===== config.mk =====
export PLATFORM = sky130hd
export DESIGN_NAME = uart_tx
export DESIGN_NICKNAME = d
export VERILOG_FILES = /design/src/rtl/uart_pkg.sv /design/src/rtl/uart_baud_gen.sv /design/src/rtl/uart_tx.sv
export SDC_FILE = /design/constraint.sdc
export NUM_CORES = 1
export LEC_CHECK = 0
export BUFFER_PORTS_ARGS = -buffer_cell sky130_fd_sc_hd__buf_4
export CORE_UTILIZATION = 45
export CTS_CLUSTER_SIZE = 20
export DETAILED_ROUTE_END_ITERATION = 6
export PLACE_DENSITY_LB_ADDON = 0.08
export RECOVER_POWER = 50
export SYNTH_ARGS = -nofsm -noshare
export SYNTH_HDL_FRONTEND = slang
export SYNTH_HIERARCHICAL = 1
export SYNTH_SLANG_ARGS = --single-unit

===== constraint.sdc =====
create_clock -name sourceClk -period 2.1 [get_ports sourceClk]
set_input_delay 0 -clock sourceClk [delete_from_list [all_inputs] [get_ports sourceClk]]
set_output_delay 0 -clock sourceClk [all_outputs]
set_load 0.1 [all_outputs]

===== src/rtl/uart_pkg.sv =====
// Shared UART definitions: transmit FSM states and the baud increment used by both ends.
// The ParityBit state only exists when UART_TX_PARITY_EN is defined.
package uart_pkg;

    typedef enum logic [2:0] {
        Idle,
        StartBit,
        DataBits,
`ifdef UART_TX_PARITY_EN
        ParityBit,
`endif
        StopBit,
        Complete
    } TxState;

    // Increment that makes the accumulator's top bit fire once per bit period, rounded to nearest.
    function automatic int unsigned count_inc(input int unsigned source_freq,
                                              input int unsigned baud,
                                              input int unsigned acc_width);
        logic [63:0] num;
        logic [63:0] den;
        num = (64'(baud) << (acc_width - 4)) + (64'(source_freq) >> 5);
        den = 64'(source_freq) >> 4;
        return 32'(num / den);
    endfunction

endpackage


===== src/rtl/uart_baud_gen.sv =====
// Baud accumulator: adds COUNT_INC every cycle; the top bit is the tick and clears the count.
// A synchronous clear restarts the bit period from zero.
module uart_baud_gen #(
    parameter int unsigned ACCUMULATOR_WIDTH = 16,
    parameter int unsigned COUNT_INC         = 151
) (
    input  logic clk,
    input  logic rst_n,
    input  logic clear,
    output logic tick
);

    localparam logic [ACCUMULATOR_WIDTH:0] INC = (ACCUMULATOR_WIDTH + 1)'(COUNT_INC);

    logic [ACCUMULATOR_WIDTH:0] count_q;
    logic [ACCUMULATOR_WIDTH:0] count_d;

    assign tick = count_q[ACCUMULATOR_WIDTH];

    always_comb begin
        count_d = count_q + INC;
        if (clear || tick) begin
            count_d = '0;
        end
    end

    always_ff @(posedge clk or negedge rst_n) begin
        if (!rst_n) begin
            count_q <= '0;
        end else begin
            count_q <= count_d;
        end
    end

endmodule


===== src/rtl/uart_tx.sv =====
// UART transmitter, LSB first, 1 or 2 stop bits.
// Define UART_TX_PARITY_EN to insert an even-parity bit after the data bits.
module uart_tx
    import uart_pkg::*;
#(
    parameter int unsigned SOURCE_FREQ       = 50000000,
    parameter int unsigned BAUD              = 115200,
    parameter int unsigned ACCUMULATOR_WIDTH = 16,
    parameter int unsigned STOP_BITS         = 1
) (
    input  logic       sourceClk,
    input  logic       reset,
    input  logic       tx_start,
    input  logic [7:0] tx_byte,
    output logic       tx_out,
    output logic       tx_busy,
    output logic       tx_done
);

    localparam int unsigned COUNT_INC = count_inc(SOURCE_FREQ, BAUD, ACCUMULATOR_WIDTH);
    localparam logic [2:0]  STOP_LAST = 3'(STOP_BITS - 1);

    if (STOP_BITS != 1 && STOP_BITS != 2) begin : g_bad_stop_bits
        $error("uart_tx: STOP_BITS must be 1 or 2");
    end

    TxState     state_q,   state_d;
    logic [7:0] shift_q,   shift_d;
    logic [2:0] bit_cnt_q, bit_cnt_d;
    logic       tx_out_q,  tx_out_d;
    logic       tx_busy_q, tx_busy_d;
    logic       tx_done_q, tx_done_d;
`ifdef UART_TX_PARITY_EN
    logic       parity_q,  parity_d;
`endif
    logic       baud_clear;
    logic       baud_tick;

    uart_baud_gen #(
        .ACCUMULATOR_WIDTH(ACCUMULATOR_WIDTH),
        .COUNT_INC        (COUNT_INC)
    ) u_baud_gen (
        .clk  (sourceClk),
        .rst_n(reset),
        .clear(baud_clear),
        .tick (baud_tick)
    );

    always_comb begin
        state_d    = state_q;
        shift_d    = shift_q;
        bit_cnt_d  = bit_cnt_q;
        tx_out_d   = tx_out_q;
        tx_busy_d  = tx_busy_q;
        tx_done_d  = 1'b0;
        baud_clear = 1'b0;
`ifdef UART_TX_PARITY_EN
        parity_d   = parity_q;
`endif
        case (state_q)
            Idle: begin
                if (tx_start) begin
                    state_d    = StartBit;
                    shift_d    = tx_byte;
                    bit_cnt_d  = 3'd0;
                    tx_busy_d  = 1'b1;
                    tx_out_d   = 1'b0;
                    baud_clear = 1'b1;
`ifdef UART_TX_PARITY_EN
                    parity_d   = ^tx_byte;
`endif
                end
            end
            StartBit: begin
                if (baud_tick) begin
                    state_d  = DataBits;
                    tx_out_d = shift_q[0];
                end
            end
            DataBits: begin
                if (baud_tick) begin
                    if (bit_cnt_q == 3'd7) begin
                        bit_cnt_d = 3'd0;
`ifdef UART_TX_PARITY_EN
                        state_d   = ParityBit;
                        tx_out_d  = parity_q;
`else
                        state_d   = StopBit;
                        tx_out_d  = 1'b1;
`endif
                    end else begin
                        // Next data bit is already sitting in shift_q[1].
                        shift_d   = {1'b0, shift_q[7:1]};
                        tx_out_d  = shift_q[1];
                        bit_cnt_d = bit_cnt_q + 3'd1;
                    end
                end
            end
`ifdef UART_TX_PARITY_EN
            ParityBit: begin
                if (baud_tick) begin
                    state_d  = StopBit;
                    tx_out_d = 1'b1;
                end
            end
`endif
            StopBit: begin
                if (baud_tick) begin
                    if (bit_cnt_q == STOP_LAST) begin
                        state_d   = Complete;
                        tx_done_d = 1'b1;
                        tx_busy_d = 1'b0;
                        tx_out_d  = 1'b1;
                    end else begin
                        bit_cnt_d = bit_cnt_q + 3'd1;
                    end
                end
            end
            Complete: begin
                state_d = Idle;
            end
            default: begin
                state_d = Idle;
            end
        endcase
    end

    always_ff @(posedge sourceClk or negedge reset) begin
        if (!reset) begin
            state_q   <= Idle;
            shift_q   <= '0;
            bit_cnt_q <= '0;
            tx_out_q  <= 1'b1;
            tx_busy_q <= 1'b0;
            tx_done_q <= 1'b0;
`ifdef UART_TX_PARITY_EN
            parity_q  <= 1'b0;
`endif
        end else begin
            state_q   <= state_d;
            shift_q   <= shift_d;
            bit_cnt_q <= bit_cnt_d;
            tx_out_q  <= tx_out_d;
            tx_busy_q <= tx_busy_d;
            tx_done_q <= tx_done_d;
`ifdef UART_TX_PARITY_EN
            parity_q  <= parity_d;
`endif
        end
    end

    assign tx_out  = tx_out_q;
    assign tx_busy = tx_busy_q;
    assign tx_done = tx_done_q;

endmodule

# Word-level counts from Yosys, hierarchy flattened
# Index checks and enable logic that the tools add are counted.
[totals]
regBits = 34
latchBits = 0
mem_bits_rw = 0
romBits = 0
inputBits = 11
output_inout_bits = 3
wordCells = 67
memories = 0
[classes]
addsub = 2
n_mul = 0
div = 0
n_lt_le_gt_ge = 0
n_eq_ne = 12
shifts = 0
muxes = 34
bitwise_logic = 0
n_reduce_logical = 12
[ops]
columns = ["op", "count"]
rows = [
  ["2-to-1 mux 3 bit", 11],
  ["2-to-1 mux 8 bit", 3],
  ["adder 17 x 8 -> 17 bit (second input constant)", 1],
  ["2-to-1 mux 17 bit", 1],
  ["case mux 8 bit (2 select lines)", 1],
  ["2-to-1 mux 1 bit", 14],
  ["case mux 3 bit (4 select lines)", 1],
  ["AND reduction 6 bit", 2],
  ["!= test 2 bit (second input constant)", 5],
  ["case mux 3 bit (3 select lines)", 1],
  ["AND reduction 4 bit", 2],
  ["== test 3 x 2 -> 1 bit (second input constant)", 2],
  ["logical NOT 3 bit", 2],
  ["!= test 2 x 1 -> 1 bit (second input constant)", 3],
  ["AND reduction 5 bit", 1],
  ["case mux 1 bit (4 select lines)", 1],
  ["nonzero test 2 bit", 2],
  ["nonzero test 4 bit", 1],
  ["adder 3 x 1 -> 3 bit (second input constant)", 1],
  ["== test 3 x 1 -> 1 bit (second input constant)", 1],
  ["== test 3 bit (second input constant)", 1],
  ["nonzero test 3 bit", 1],
  ["case mux 1 bit (2 select lines)", 1],
  ["logical OR 1 bit", 1],
]

# Depth between registers and ports, before layout
[depth]
word_depth = 4
depth_mapped = 7
mapped_depth_nobuf = 6

# By module
# Netlist, hierarchy kept.
[modules_own_cells]
columns = ["mod", "instances", "cells_each", "area_per_inst_um2", "seq_area_each_um2"]
rows = [
  ["uart_tx", 1, 90, 930.9, 426.7],
  ["uart_baud_gen", 1, 84, 823.3, 425.4],
]

# Worst setup path after synthesis
# Ideal clock, no wire load.
[synth_timing]
path_kind = "register to register"
startpoint = "register bit_cnt_q[0]"
endpoint = "register shift_q[3]"
setup_ns = 0.073
t_arrival_ns = 1.627
required_ns = 2.027
setup_slack_ns = 0.400
path_stages_with_launch = 8
path_buffers = 1
period_less_slack_ns = 1.700
path_cell_list = "dfrtp_1 -> ha_1 -> ha_1 -> nand3b_1 -> a211oi_4 -> buf_6 -> nor2_1 -> a21oi_2"
[synth_via]
elab_chain_cells = 3
[synth_rtl]
columns = ["item", "line_no", "rtl"]
rows = [
  ["start: declaration", "uart_tx.sv:29", "logic [2:0] bit_cnt_q, bit_cnt_d;"],
  ["start signal: assignment", "uart_tx.sv:142", "bit_cnt_q <= bit_cnt_d;"],
  ["== test 3 bit", "uart_tx.sv:82", "if (bit_cnt_q == 3'd7) begin"],
  ["!= test 2 bit (no line)", "--", ""],
  ["AND reduction 4 bit (no line)", "--", ""],
  ["end signal: assignment", "uart_tx.sv:141", "shift_q <= shift_d;"],
  ["end: declaration", "uart_tx.sv:28", "logic [7:0] shift_q, shift_d;"],
]
# No other way between the ends.
# A chain may end at the register's enable or synchronous reset.

# Worst setup path in the final report
[layout_timing]
startpoint = "register bit_cnt_q[0]"
endpoint = "register shift_q[7]"
# The elaborated chain is that of the path after synthesis.

==> summary.md <==
| Metric | Value |
|---|---|
| Die area | around 4200 um2 |
| Fin. Hold Viols | 0 |
| Tightest Pin Transition | 1.17 ns |
| Core area | approximately 3700 um2 |
| CP cell instances | ha_1, ha_1, nand3b_1, a211oi_4, buf_4, nand3b_1, o21ai_0 |
| Crit share post-route | a little over four fifths |
| Total track usage | 18.6% |
| Ys flop type | dfrtp_1 |
| Die H | 64.4 um |
| Maxcap violations | 0 |
| Maximum vdd drop | 0.631 mV |
| Switching share of power | 41.0% |
| Arr. time, crit path | 1.96 ns |
| Gr ovfl total | 0 |
| Yosys cell types | 48 |
| Setup TNS | 0 ns |
| Clock period minus worst slack | 1.76 ns |
| Std-Cell Rows | 22 |
| Utilization after layout | 54.0% |
| Asr flop ratio synth | 100% |
| Clock Path Buffers | 2 |
| DRC | 0 |
| Part of the Yosys area used for sequential elements | between 40% and 50% |
| Yosys reg bits | 34 |
| FF+latch area | between 800 and 900 um2 |
| Syn. warnings | 6 |
| Hold crit path type | in -> reg |
| Gate power share | 39.4% |
| TritonCTS Sinks | 34 |
| Critical path startpoint category | flop |
| Post-synth top cells | dfrtp_1, nor2_1, a21oi_1 |
| Post_cts resized | 0 |
| Share of the synthesized area in the top cell type | between 40% and 50% |
| Count leader, synth | dfrtp_1 |
| Starting Density | between 40 and 50% |
| Layout cells sized above 1 | between 10% and 20% |
| Final Wtd Congestion | between 0.8 and 0.9 |
| R2r worst-path depth | 7 |
| First-pass GRT wire length | 5870 um |
| Worst slew margin | 22.4% |
| Ports | 14 |
| Port buffer count | 13 |
| H-tree depth | 2 |
| Leak Pwr | about 0.84 nW |
| Footprint of the multi-input gates | between 800 and 900 um2 |
| Clk_lat worst skew | between 0.2 and 0.3 ns |
| Syn Area/Cell | around 10 um2 |
| Ant. Diodes | 0 |
| DRT Pass-1 Iters | 4 |
| Vias in the first global route | approximately 1300 |
| Routed Wire Length | 3230 um |
| Synth area leader | dfrtp_1 |
| Final Net Count | 207 |
| Reg power frac | a little over two fifths |
| R2R setup slack | ~0.34 ns |
| Area contributors post-synth | dfrtp_1, mux2i_1, a21oi_1, nor2_1, ha_1 |
| Max Freq | roughly 570 MHz |
| Total CTS buffers | 5 |
| Outcome | finished clean |
| Sw power | roughly 1.2 mW |
| Crit-path max FO | 16 |
| Largest net degree at the start of global routing | 35 |
| Root Buffer | clkbuf_8 |
| P&R area growth vs syn | 13.6% |
| Clock slew at reported path FFs | approximately 0.070 ns |
| Routed len/inst | 13.4 um |
| Initial antenna violation count | 0 |
| CP peak stage delay | ~0.4 ns |
| Setup Skew | 0.00257 ns |
| Syn_nets | 190 |
| Internal | approximately 1.7 mW |
| Crit Path Class | reg -> reg |
| Setup violations, final | 0 |
| CTS tree | yes |
| Post-synth EDFFs | 0 |
| Min-Delay Path Depth | 3 |
| Post-Syn Area | about 1800 um2 |
| Remaining antenna violation count | 0 |
| RSZ-0062 raised after global routing | false |
| Slew Viols, Final | 0 |
| Clock power frac | between 15 and 20% |
| Routed vias | approximately 1300 |
| Final HPWL from detailed placement | between 2000 and 2500 um |
| Crit. End Element | flop |
| Filler cell count | between 300 and 400 |
| Die X | 64.4 um |
| Critical path required time | 2.30 ns |
| PwrDens | 1460 nW/um2 |
| CP max stage cell | dfrtp_1 |
| Post-Synthesis Cells | ~170 |
| Vias per inst | 5.38 |
| Iteration-0 DRC Markers | 47 |
## power by group through the flow
stage               logic [mW]  clock network, mW  registers [mW]
global placement          1.09                  0            1.25
floorplan                0.866                  0            1.28
global route              1.29              0.551            1.31
detailed placement        1.15                  0            1.27
finish                    1.14              0.502            1.26
CTS                       1.16              0.523            1.26
## registers in the layout, indices dropped and copies added (netlist names)
name and count:
bit_cnt_q 3, state_q 3, u_baud_gen/count_q 17, tx_done 1
tx_busy 1, shift_q 8, tx_out 1
## area by class of cell
cell class	instances	share of cell area [%]
flip-flops and latches	34	42.8
multi-input cells	121	40.8
repair buffers	17	6.34
clock buffers	6	4.15
well taps	48	3.02
inverters	12	2.26
clock inverters	2	0.628
## cell usage in the layout (no fill, tap or decap), drive strengths merged, types with 3 or more instances in the layout
| master | instances |
|---|---|
| nor2 | 18 |
| clkbuf | 8 |
| o21ai | 10 |
| nand3 | 3 |
| nand2b | 4 |
| a211oi | 4 |
| dfrtp | 33 |
| nor3 | 4 |
| or3 | 5 |
| xnor2 | 3 |
| buf | 13 |
| mux2i | 10 |
| a21oi | 18 |
| nand2 | 8 |
| ha | 5 |
| inv | 12 |
## critical path, delay by kind of cell (launching register included)
| kind | cells | cell delay, ns |
|---|---|---|
| DFF | 1 | 0.40 |
| and+or+nand+nor | 2 | 0.29 |
| adders and majority gates | 2 | 0.43 |
| AOI/OAI and AO/OA | 2 | 0.33 |
| buffers and inverters | 1 | 0.23 |
## kinds of logic (layout without fill, tap and decap cells)
kind of cell	after synthesis	after routing	share of synthesized area, %
and+or+nand+nor	55	55	16.3
AOI/OAI and AO/OA	46	46	18.0
DFF	34	34	48.6
buffers and inverters	19	37	5.06
muxes	12	12	6.99
adders and majority gates	5	5	3.57
xor gates and xnor gates	3	3	1.50
## final timing paths
check                                 startpoint                     to
max in group asynchronous                  reset           bit_cnt_q[0]
min in group asynchronous                  reset             shift_q[3]
min                                   tx_byte[4]             shift_q[4]
min reg2reg                u_baud_gen/count_q[0]  u_baud_gen/count_q[0]
max reg2reg                         bit_cnt_q[0]             shift_q[7]
max                                 bit_cnt_q[0]             shift_q[7]
## what timing repair did
item                                    4_1_cts  5_1_grt
hold endpoints to repair                     35        0
setup buffers                                 0        0
endpoints found under the setup margin        0        0
hold buffers                                  2        0
## metrics by stage
stage | instances | setup WS (ns) | area, um2 | hold slack [ns] | power [mW]
floorplan | 174 | 0.400 | 1750 | -0.296 | 2.15
finish | 240 | 0.337 | 1990 | 0.0180 | 2.90
CTS | 240 | 0.331 | 2000 | 0.00763 | 2.93
detailed placement | 230 | 0.346 | 1880 | -0.0244 | 2.42
global route | 240 | 0.184 | 1990 | 0.0217 | 3.15
global placement | 230 | 0.383 | 1880 | -0.0328 | 2.34
## metal layers
layer,up-vias,wire length [um],track usage (%)
met5,-,0,0
met1,628,1540,22.5
met2,15,1540,30.3
met4,0,44,9.17
li1,644,-,-
met3,5,103,5.28
Power figures use the tool's default switching activity.
